==> src/rtl/utils_pkg.sv <==
// Shared AXI types, response codes and FSM state encodings for the LSU demux.
package utils_pkg;

  localparam int AXI_ID_W   = 4;
  localparam int AXI_ADDR_W = 32;
  localparam int AXI_DATA_W = 32;

  localparam logic [1:0] AXI_RESP_OKAY   = 2'b00;
  localparam logic [1:0] AXI_RESP_DECERR = 2'b11;

  typedef enum logic [1:0] {
    RD_IDLE,
    RD_FWD,
    RD_ERR
  } rd_state_t;

  typedef enum logic [2:0] {
    WR_IDLE,
    WR_DATA,
    WR_RESP,
    WR_ERR_DATA,
    WR_ERR_RESP
  } wr_state_t;

  // Result of an address decode: hit says some slave claims the address,
  // sel says which one (slave 0 takes priority on overlap).
  typedef struct packed {
    logic hit;
    logic sel;
  } dec_t;

  // Master-to-slave channels (AW, W, AR payloads plus B/R ready).
  typedef struct packed {
    logic [AXI_ID_W-1:0]     awid;
    logic [AXI_ADDR_W-1:0]   awaddr;
    logic [7:0]              awlen;
    logic [2:0]              awsize;
    logic [1:0]              awburst;
    logic                    awvalid;
    logic [AXI_DATA_W-1:0]   wdata;
    logic [AXI_DATA_W/8-1:0] wstrb;
    logic                    wlast;
    logic                    wvalid;
    logic                    bready;
    logic [AXI_ID_W-1:0]     arid;
    logic [AXI_ADDR_W-1:0]   araddr;
    logic [7:0]              arlen;
    logic [2:0]              arsize;
    logic [1:0]              arburst;
    logic                    arvalid;
    logic                    rready;
  } s_axi_mosi_t;

  // Slave-to-master channels (AW/W/AR ready plus B and R payloads).
  typedef struct packed {
    logic                  awready;
    logic                  wready;
    logic [AXI_ID_W-1:0]   bid;
    logic [1:0]            bresp;
    logic                  bvalid;
    logic                  arready;
    logic [AXI_ID_W-1:0]   rid;
    logic [AXI_DATA_W-1:0] rdata;
    logic [1:0]            rresp;
    logic                  rlast;
    logic                  rvalid;
  } s_axi_miso_t;

endpackage

==> src/rtl/axi_lsu_demux.sv <==
// One-master, two-slave AXI demux for the LSU. Reads and writes run in
// independent FSMs with one outstanding transaction each; unmapped accesses
// are answered locally with DECERR.
module axi_lsu_demux
  import utils_pkg::*;
#(
  parameter logic [31:0] S0_BASE = 32'h1000_0000,
  parameter logic [31:0] S0_MASK = 32'hF000_0000,
  parameter logic [31:0] S1_BASE = 32'h2000_0000,
  parameter logic [31:0] S1_MASK = 32'hF000_0000
) (
  input  logic              clk,
  input  logic              rst,
  input  s_axi_mosi_t       mst_axi_mosi_i,
  output s_axi_miso_t       mst_axi_miso_o,
  output s_axi_mosi_t [1:0] slv_axi_mosi_o,
  input  s_axi_miso_t [1:0] slv_axi_miso_i
);

  rd_state_t rd_state, rd_next;
  wr_state_t wr_state, wr_next;

  logic                sel_rd;
  logic                sel_wr;
  logic [AXI_ID_W-1:0] rd_err_id;
  logic [AXI_ID_W-1:0] wr_err_id;
  logic [7:0]          rd_err_len;
  logic [7:0]          rd_beat;

  dec_t ar_dec;
  dec_t aw_dec;
  logic ar_fire, r_fire, aw_fire, w_fire, b_fire;
  logic rd_last_beat;

  function automatic dec_t decode(input logic [31:0] addr);
    dec_t d;
    d.hit = 1'b0;
    d.sel = 1'b0;
    if ((addr & S0_MASK) == S0_BASE) begin
      d.hit = 1'b1;
      d.sel = 1'b0;
    end else if ((addr & S1_MASK) == S1_BASE) begin
      d.hit = 1'b1;
      d.sel = 1'b1;
    end
    return d;
  endfunction

  // Payloads fan out to both slaves; only valids and readies are steered.
  function automatic s_axi_mosi_t quiet_req(input s_axi_mosi_t m);
    s_axi_mosi_t r;
    r         = m;
    r.awvalid = 1'b0;
    r.wvalid  = 1'b0;
    r.bready  = 1'b0;
    r.arvalid = 1'b0;
    r.rready  = 1'b0;
    return r;
  endfunction

  assign ar_dec       = decode(mst_axi_mosi_i.araddr);
  assign aw_dec       = decode(mst_axi_mosi_i.awaddr);
  assign ar_fire      = mst_axi_mosi_i.arvalid && mst_axi_miso_o.arready;
  assign r_fire       = mst_axi_miso_o.rvalid && mst_axi_mosi_i.rready;
  assign aw_fire      = mst_axi_mosi_i.awvalid && mst_axi_miso_o.awready;
  assign w_fire       = mst_axi_mosi_i.wvalid && mst_axi_miso_o.wready;
  assign b_fire       = mst_axi_miso_o.bvalid && mst_axi_mosi_i.bready;
  assign rd_last_beat = (rd_beat == rd_err_len);

  // Channel routing for both FSMs; everything stays quiet while in reset.
  always_comb begin
    mst_axi_miso_o    = '0;
    slv_axi_mosi_o[0] = quiet_req(mst_axi_mosi_i);
    slv_axi_mosi_o[1] = quiet_req(mst_axi_mosi_i);
    if (!rst) begin
      unique case (rd_state)
        RD_IDLE: begin
          if (ar_dec.hit) begin
            slv_axi_mosi_o[ar_dec.sel].arvalid = mst_axi_mosi_i.arvalid;
            mst_axi_miso_o.arready = slv_axi_miso_i[ar_dec.sel].arready;
          end else begin
            mst_axi_miso_o.arready = 1'b1;
          end
        end
        RD_FWD: begin
          mst_axi_miso_o.rvalid = slv_axi_miso_i[sel_rd].rvalid;
          mst_axi_miso_o.rdata  = slv_axi_miso_i[sel_rd].rdata;
          mst_axi_miso_o.rresp  = slv_axi_miso_i[sel_rd].rresp;
          mst_axi_miso_o.rid    = slv_axi_miso_i[sel_rd].rid;
          mst_axi_miso_o.rlast  = slv_axi_miso_i[sel_rd].rlast;
          slv_axi_mosi_o[sel_rd].rready = mst_axi_mosi_i.rready;
        end
        RD_ERR: begin
          mst_axi_miso_o.rvalid = 1'b1;
          mst_axi_miso_o.rdata  = '0;
          mst_axi_miso_o.rresp  = AXI_RESP_DECERR;
          mst_axi_miso_o.rid    = rd_err_id;
          mst_axi_miso_o.rlast  = rd_last_beat;
        end
        default: ;
      endcase

      unique case (wr_state)
        WR_IDLE: begin
          if (aw_dec.hit) begin
            slv_axi_mosi_o[aw_dec.sel].awvalid = mst_axi_mosi_i.awvalid;
            mst_axi_miso_o.awready = slv_axi_miso_i[aw_dec.sel].awready;
          end else begin
            mst_axi_miso_o.awready = 1'b1;
          end
        end
        WR_DATA: begin
          slv_axi_mosi_o[sel_wr].wvalid = mst_axi_mosi_i.wvalid;
          mst_axi_miso_o.wready = slv_axi_miso_i[sel_wr].wready;
        end
        WR_RESP: begin
          mst_axi_miso_o.bvalid = slv_axi_miso_i[sel_wr].bvalid;
          mst_axi_miso_o.bresp  = slv_axi_miso_i[sel_wr].bresp;
          mst_axi_miso_o.bid    = slv_axi_miso_i[sel_wr].bid;
          slv_axi_mosi_o[sel_wr].bready = mst_axi_mosi_i.bready;
        end
        WR_ERR_DATA: begin
          mst_axi_miso_o.wready = 1'b1;
        end
        WR_ERR_RESP: begin
          mst_axi_miso_o.bvalid = 1'b1;
          mst_axi_miso_o.bresp  = AXI_RESP_DECERR;
          mst_axi_miso_o.bid    = wr_err_id;
        end
        default: ;
      endcase
    end
  end

  // Read FSM next state.
  always_comb begin
    rd_next = rd_state;
    unique case (rd_state)
      RD_IDLE: if (ar_fire) rd_next = ar_dec.hit ? RD_FWD : RD_ERR;
      RD_FWD:  if (r_fire && mst_axi_miso_o.rlast) rd_next = RD_IDLE;
      RD_ERR:  if (r_fire && rd_last_beat) rd_next = RD_IDLE;
      default: rd_next = RD_IDLE;
    endcase
  end

  // Write FSM next state.
  always_comb begin
    wr_next = wr_state;
    unique case (wr_state)
      WR_IDLE:     if (aw_fire) wr_next = aw_dec.hit ? WR_DATA : WR_ERR_DATA;
      WR_DATA:     if (w_fire && mst_axi_mosi_i.wlast) wr_next = WR_RESP;
      WR_RESP:     if (b_fire) wr_next = WR_IDLE;
      WR_ERR_DATA: if (w_fire && mst_axi_mosi_i.wlast) wr_next = WR_ERR_RESP;
      WR_ERR_RESP: if (b_fire) wr_next = WR_IDLE;
      default:     wr_next = WR_IDLE;
    endcase
  end

  // Read state, slave selection and DECERR beat bookkeeping.
  always_ff @(posedge clk) begin
    if (rst) begin
      rd_state   <= RD_IDLE;
      sel_rd     <= 1'b0;
      rd_err_id  <= '0;
      rd_err_len <= '0;
      rd_beat    <= '0;
    end else begin
      rd_state <= rd_next;
      if (rd_state == RD_IDLE && ar_fire) begin
        rd_beat <= '0;
        if (ar_dec.hit) begin
          sel_rd <= ar_dec.sel;
        end else begin
          rd_err_id  <= mst_axi_mosi_i.arid;
          rd_err_len <= mst_axi_mosi_i.arlen;
        end
      end else if (rd_state == RD_ERR && r_fire) begin
        rd_beat <= rd_beat + 8'd1;
      end
    end
  end

  // Write state, slave selection and captured AWID for DECERR responses.
  always_ff @(posedge clk) begin
    if (rst) begin
      wr_state  <= WR_IDLE;
      sel_wr    <= 1'b0;
      wr_err_id <= '0;
    end else begin
      wr_state <= wr_next;
      if (wr_state == WR_IDLE && aw_fire) begin
        if (aw_dec.hit) sel_wr <= aw_dec.sel;
        else            wr_err_id <= mst_axi_mosi_i.awid;
      end
    end
  end

endmodule

==> config.mk <==
export PLATFORM = sky130hd
export DESIGN_NAME = axi_lsu_demux
export DESIGN_NICKNAME = d
export VERILOG_FILES = /design/src/rtl/utils_pkg.sv /design/src/rtl/axi_lsu_demux.sv
export SDC_FILE = /design/constraint.sdc
export NUM_CORES = 1
export LEC_CHECK = 0
export BUFFER_PORTS_ARGS = -buffer_cell sky130_fd_sc_hd__buf_2
export CAP_MARGIN = 40
export CELL_PAD_IN_SITES_DETAIL_PLACEMENT = 0
export CELL_PAD_IN_SITES_GLOBAL_PLACEMENT = 1
export CORE_AREA = 2 2 219 221
export DETAILED_ROUTE_END_ITERATION = 12
export DIE_AREA = 0 0 221 223
export PLACE_DENSITY_LB_ADDON = 0.1
export SLEW_MARGIN = 0
export SYNTH_ARGS = -nofsm -noshare
export SYNTH_HDL_FRONTEND = slang
export SYNTH_SLANG_ARGS = --single-unit
export TNS_END_PERCENT = 50
==> constraint.sdc <==
create_clock -name clk -period 1.7 [get_ports clk]
set_clock_uncertainty 0.05 [all_clocks]
set_input_delay 0.085 -clock clk [delete_from_list [all_inputs] [get_ports clk]]
set_output_delay 0.085 -clock clk [all_outputs]
set_load 0.05 [all_outputs]
==> key figures <==
Placement
  – Detail Placement HPWL: around 19000 um
  – DP Area: approximately 5200 um2
  – Buffers on Ports: 241
  – Dpl ws: -249 ps
  – Gpl congestion: between 0.6 and 0.7

Timing
  – RSZ-0062 raised after global routing: yes
  – Setup violations, final: 39
  – Final min period: about 1800 ps
  – Max-slew violations: 0
  – PnR worst setup slack: -144 ps
  – Fmax: 542 MHz
  – Max transition margin: about 76%
  – Worst Max-Slew Pin Slew: 348 ps
  – Final hold violation count: 0
  – Period utilisation layout: 108%
  – Setup TNS: -4310 ps

Cells and area
  – Layout cells sized above 1: around two thirds
  – NumNets Final: around 860
  – Final Instance Area: around 6000 um2
  – Commonest non-fill, non-tap cells in the layout: buf_2, mux2i_1, buf_6
  – P&R area growth vs syn: 47.5%
  – Ant. Diodes: 0
  – Layout Utilization: around 13%
  – # fillers: about 5400
  – Most common cell after layout, fill and taps aside: buf_2

Clocking
  – # hold bufs at CTS: 0
  – Reg clk slew, reported paths: ~70 ps
  – TritonCTS clock tree: built
  – Clock insertion delay at the later pin of the skew report: a little under 300 ps
  – Clock Sinks: 31
  – CTS buffer count: 5
  – H-tree Lvls: 2
  – Root Buffer Master: clkbuf_16
  – Max Buffers Root-to-Sink: 2

Synthesis
  – Post-synthesis sequential area ratio: 15.0%
  – Mapped Area: between 4000 and 5000 um2
  – Synth Register Bits: 31
  – Dominant register cell in the synthesized netlist: dfxtp_1
  – Asr flop ratio synth: 0%
  – Synth Instances: between 500 and 600
  – Syn nets: between 800 and 900
  – EDFF count, synth: 0
  – Syn. warnings: 0
  – Avg Inst Size Synth: between 6 and 7 um2
  – Yosys cell types: 51

Setup path
  – CP max-delay cell: dfxtp_2
  – CP Capture Type: output port
  – Worst Setup Start Kind: flop
  – CP most frequent cell: buf_6
  – Reg-to-reg endpoint: rd_state[0]
  – Reg2reg start: rd_state[1]
  – CP Cell Sequence: inv_2 > buf_6 > ha_4 > nor2b_4 > nand2_8 > buf_16 > nor2_4 > buf_6
  – Critical path buffers and inverters: 4
  – R2R depth: 7
  – Setup CP Type: flop to output port
  – Worst Setup SP: rd_state[1]
  – Required time of the critical path: between 1500 and 2000 ps
  – Data arrival, critical path: 1710 ps
  – Max incr delay on CP: ~320 ps
  – CP Max Fanout: 8
  – Worst path top cell family by delay: buffers and inverters
  – Worst R2R Setup Slack: -20 ps

Routing
  – Met2 wire len: ~12000 um
  – Routed Antenna Nets: 0
  – Wirelength per Cell: around 18 um
  – Met1 Wirelength: a little over 7000 um
  – Vias per cell: between 3 and 4
  – Drc violations: 0
  – Via count: around 3700
  – Initial DRC count: 66
  – Top layer in use: met4
  – Drt pass-1 iters: 4
  – Drt total wl: 22100 um
  – Met3 routed WL: 2580 um

Pwr
  – Power Density: between 500 and 600 nW/um2
  – Peak VDD IR: roughly 350 uV
  – Post-layout power: approximately 3.4 mW
  – Pleak: between 2 and 2.5 nW

Status
  – Failing checks: negative setup slack
  – Status: finished with violations

Global route
  – GR Overflow Total: 0
  – Gr usage total: under 10%
  – Pin count of the biggest net entering global routing: 23
  – Initial antenna violation count: 0
  – Vias in the first global route: slightly below 4000
  – Global-route wire length before repair: just over 30000 um

Hold path
  – Hold Path Class: primary input to flop
  – Endpoint, Worst Hold: rd_err_len[7]
  – Hold_sp: mst_axi_mosi_i[14]
  – Hold path depth: 3

Floorplanning
  – Die area: a little under 50000 um2
  – Starting Density: between 8 and 9%
  – Die height: 223 um
  – I/O Pins: roughly 570
  – Die Wd: ~220 um
  – Core Box Area: around 47000 um2
  – Row Count: 80

Flow run
  – Max_cap viols: 0
how the worst max path moves through the flow:
stage,cells past startpoint,end
final,8,mst_axi_miso_o[7]
after global routing,8,mst_axi_miso_o[7]
after detailed placement,7,rd_state[0]
after CTS,8,mst_axi_miso_o[8]
after global placement,7,rd_state[0]
after floorplan,4,slv_axi_mosi_o[191]
metal layers:
layer / up-vias / global-route usage, %
li1: 1711 / -
met1: 1661 / 7.93
met2: 304 / 16.6
met3: 15 / 4.46
met4: 0 / 1.43
met5: - / 0
logic make-up after synthesis:
group / Yosys count / synth area share [%]
compound gates: 41 / 6.74
xor+xnor: 16 / 3.39
fa+ha+maj: 4 / 1.21
buf+inv: 295 / 39.9
flops: 31 / 15.0
mux: 65 / 16.1
simple gates: 143 / 17.6
per-stage QoR:
step / cells / hold slack [ps]
finish: 1225 / 3.69
CTS: 1223 / 0.893
global placement: 1212 / 120
detailed placement: 1212 / 120
global route: 1225 / 27.5
floorplan: 595 / 127
timing repair:
action	4_1_cts	5_1_grt
endpoints found under the setup margin	64	64
cloned	1	0
pin swaps	26	11
buffers inserted	2	3
gates resized for setup	176	36
endpoints found under the hold margin	0	0
worst min-delay path, cell delays in order:
cell and delay, ps:
buf_2 100, mux2i_1 60, nor2_1 70
sequential cells by signal, indices dropped and copies added, names as in the netlist:
register	count
rd_beat	8
rd_err_id	4
rd_err_len	8
rd_state	2
sel_rd	1
sel_wr	1
wr_err_id	4
wr_state	3
report_power, final:
part	total [mW]	internal, mW	switching [mW]
clock network	0.929	0.542	0.387
registers	0.851	0.781	0.0697
logic	1.63	0.667	0.965
layout make-up:
type	instances	area, um2	share of cell area (%)
well taps	615	769	12.6
flip-flops and latches	31	646	10.6
clock inverters	2	12.5	0.205
repair buffers	299	2220	36.3
clock buffers	6	129	2.11
inverters	3	11.3	0.184
multi-input cells	269	2320	38.0
cells in the mapped netlist, types with 2 or more instances:
cell type  count  share of area (%)
buf_1          2               0.18
nand4_4        2                1.0
nand4_1        4               0.60
and3_1         3               0.45
nor3b_1        4               0.73
mux2_2        14                3.8
o32ai_1        2               0.42
nor2b_1        4               0.60
nand2_1       14                1.3
xor2_1         5                1.1
xnor2_1       11                2.3
nand2b_1       5               0.76
o21ai_1        2               0.24
o21ai_0        5               0.60
ha_1           4                1.2
buf_4        139                 25
clkbuf_1     141                 13
and4b_1        3               0.73
mux2i_1       51                 12
nand3_1        4               0.48
nor2_1        82                7.4
buf_2          7               0.85
a32oi_1        2               0.42
a21oi_1       10                1.2
nor3_1         5               0.60
nor3b_2        3               0.91
a22oi_1        8                1.5
dfxtp_1       31                 15
inv_1          3               0.27
or3_1          4               0.60
No activity file was read; power rests on OpenSTA's default activity.
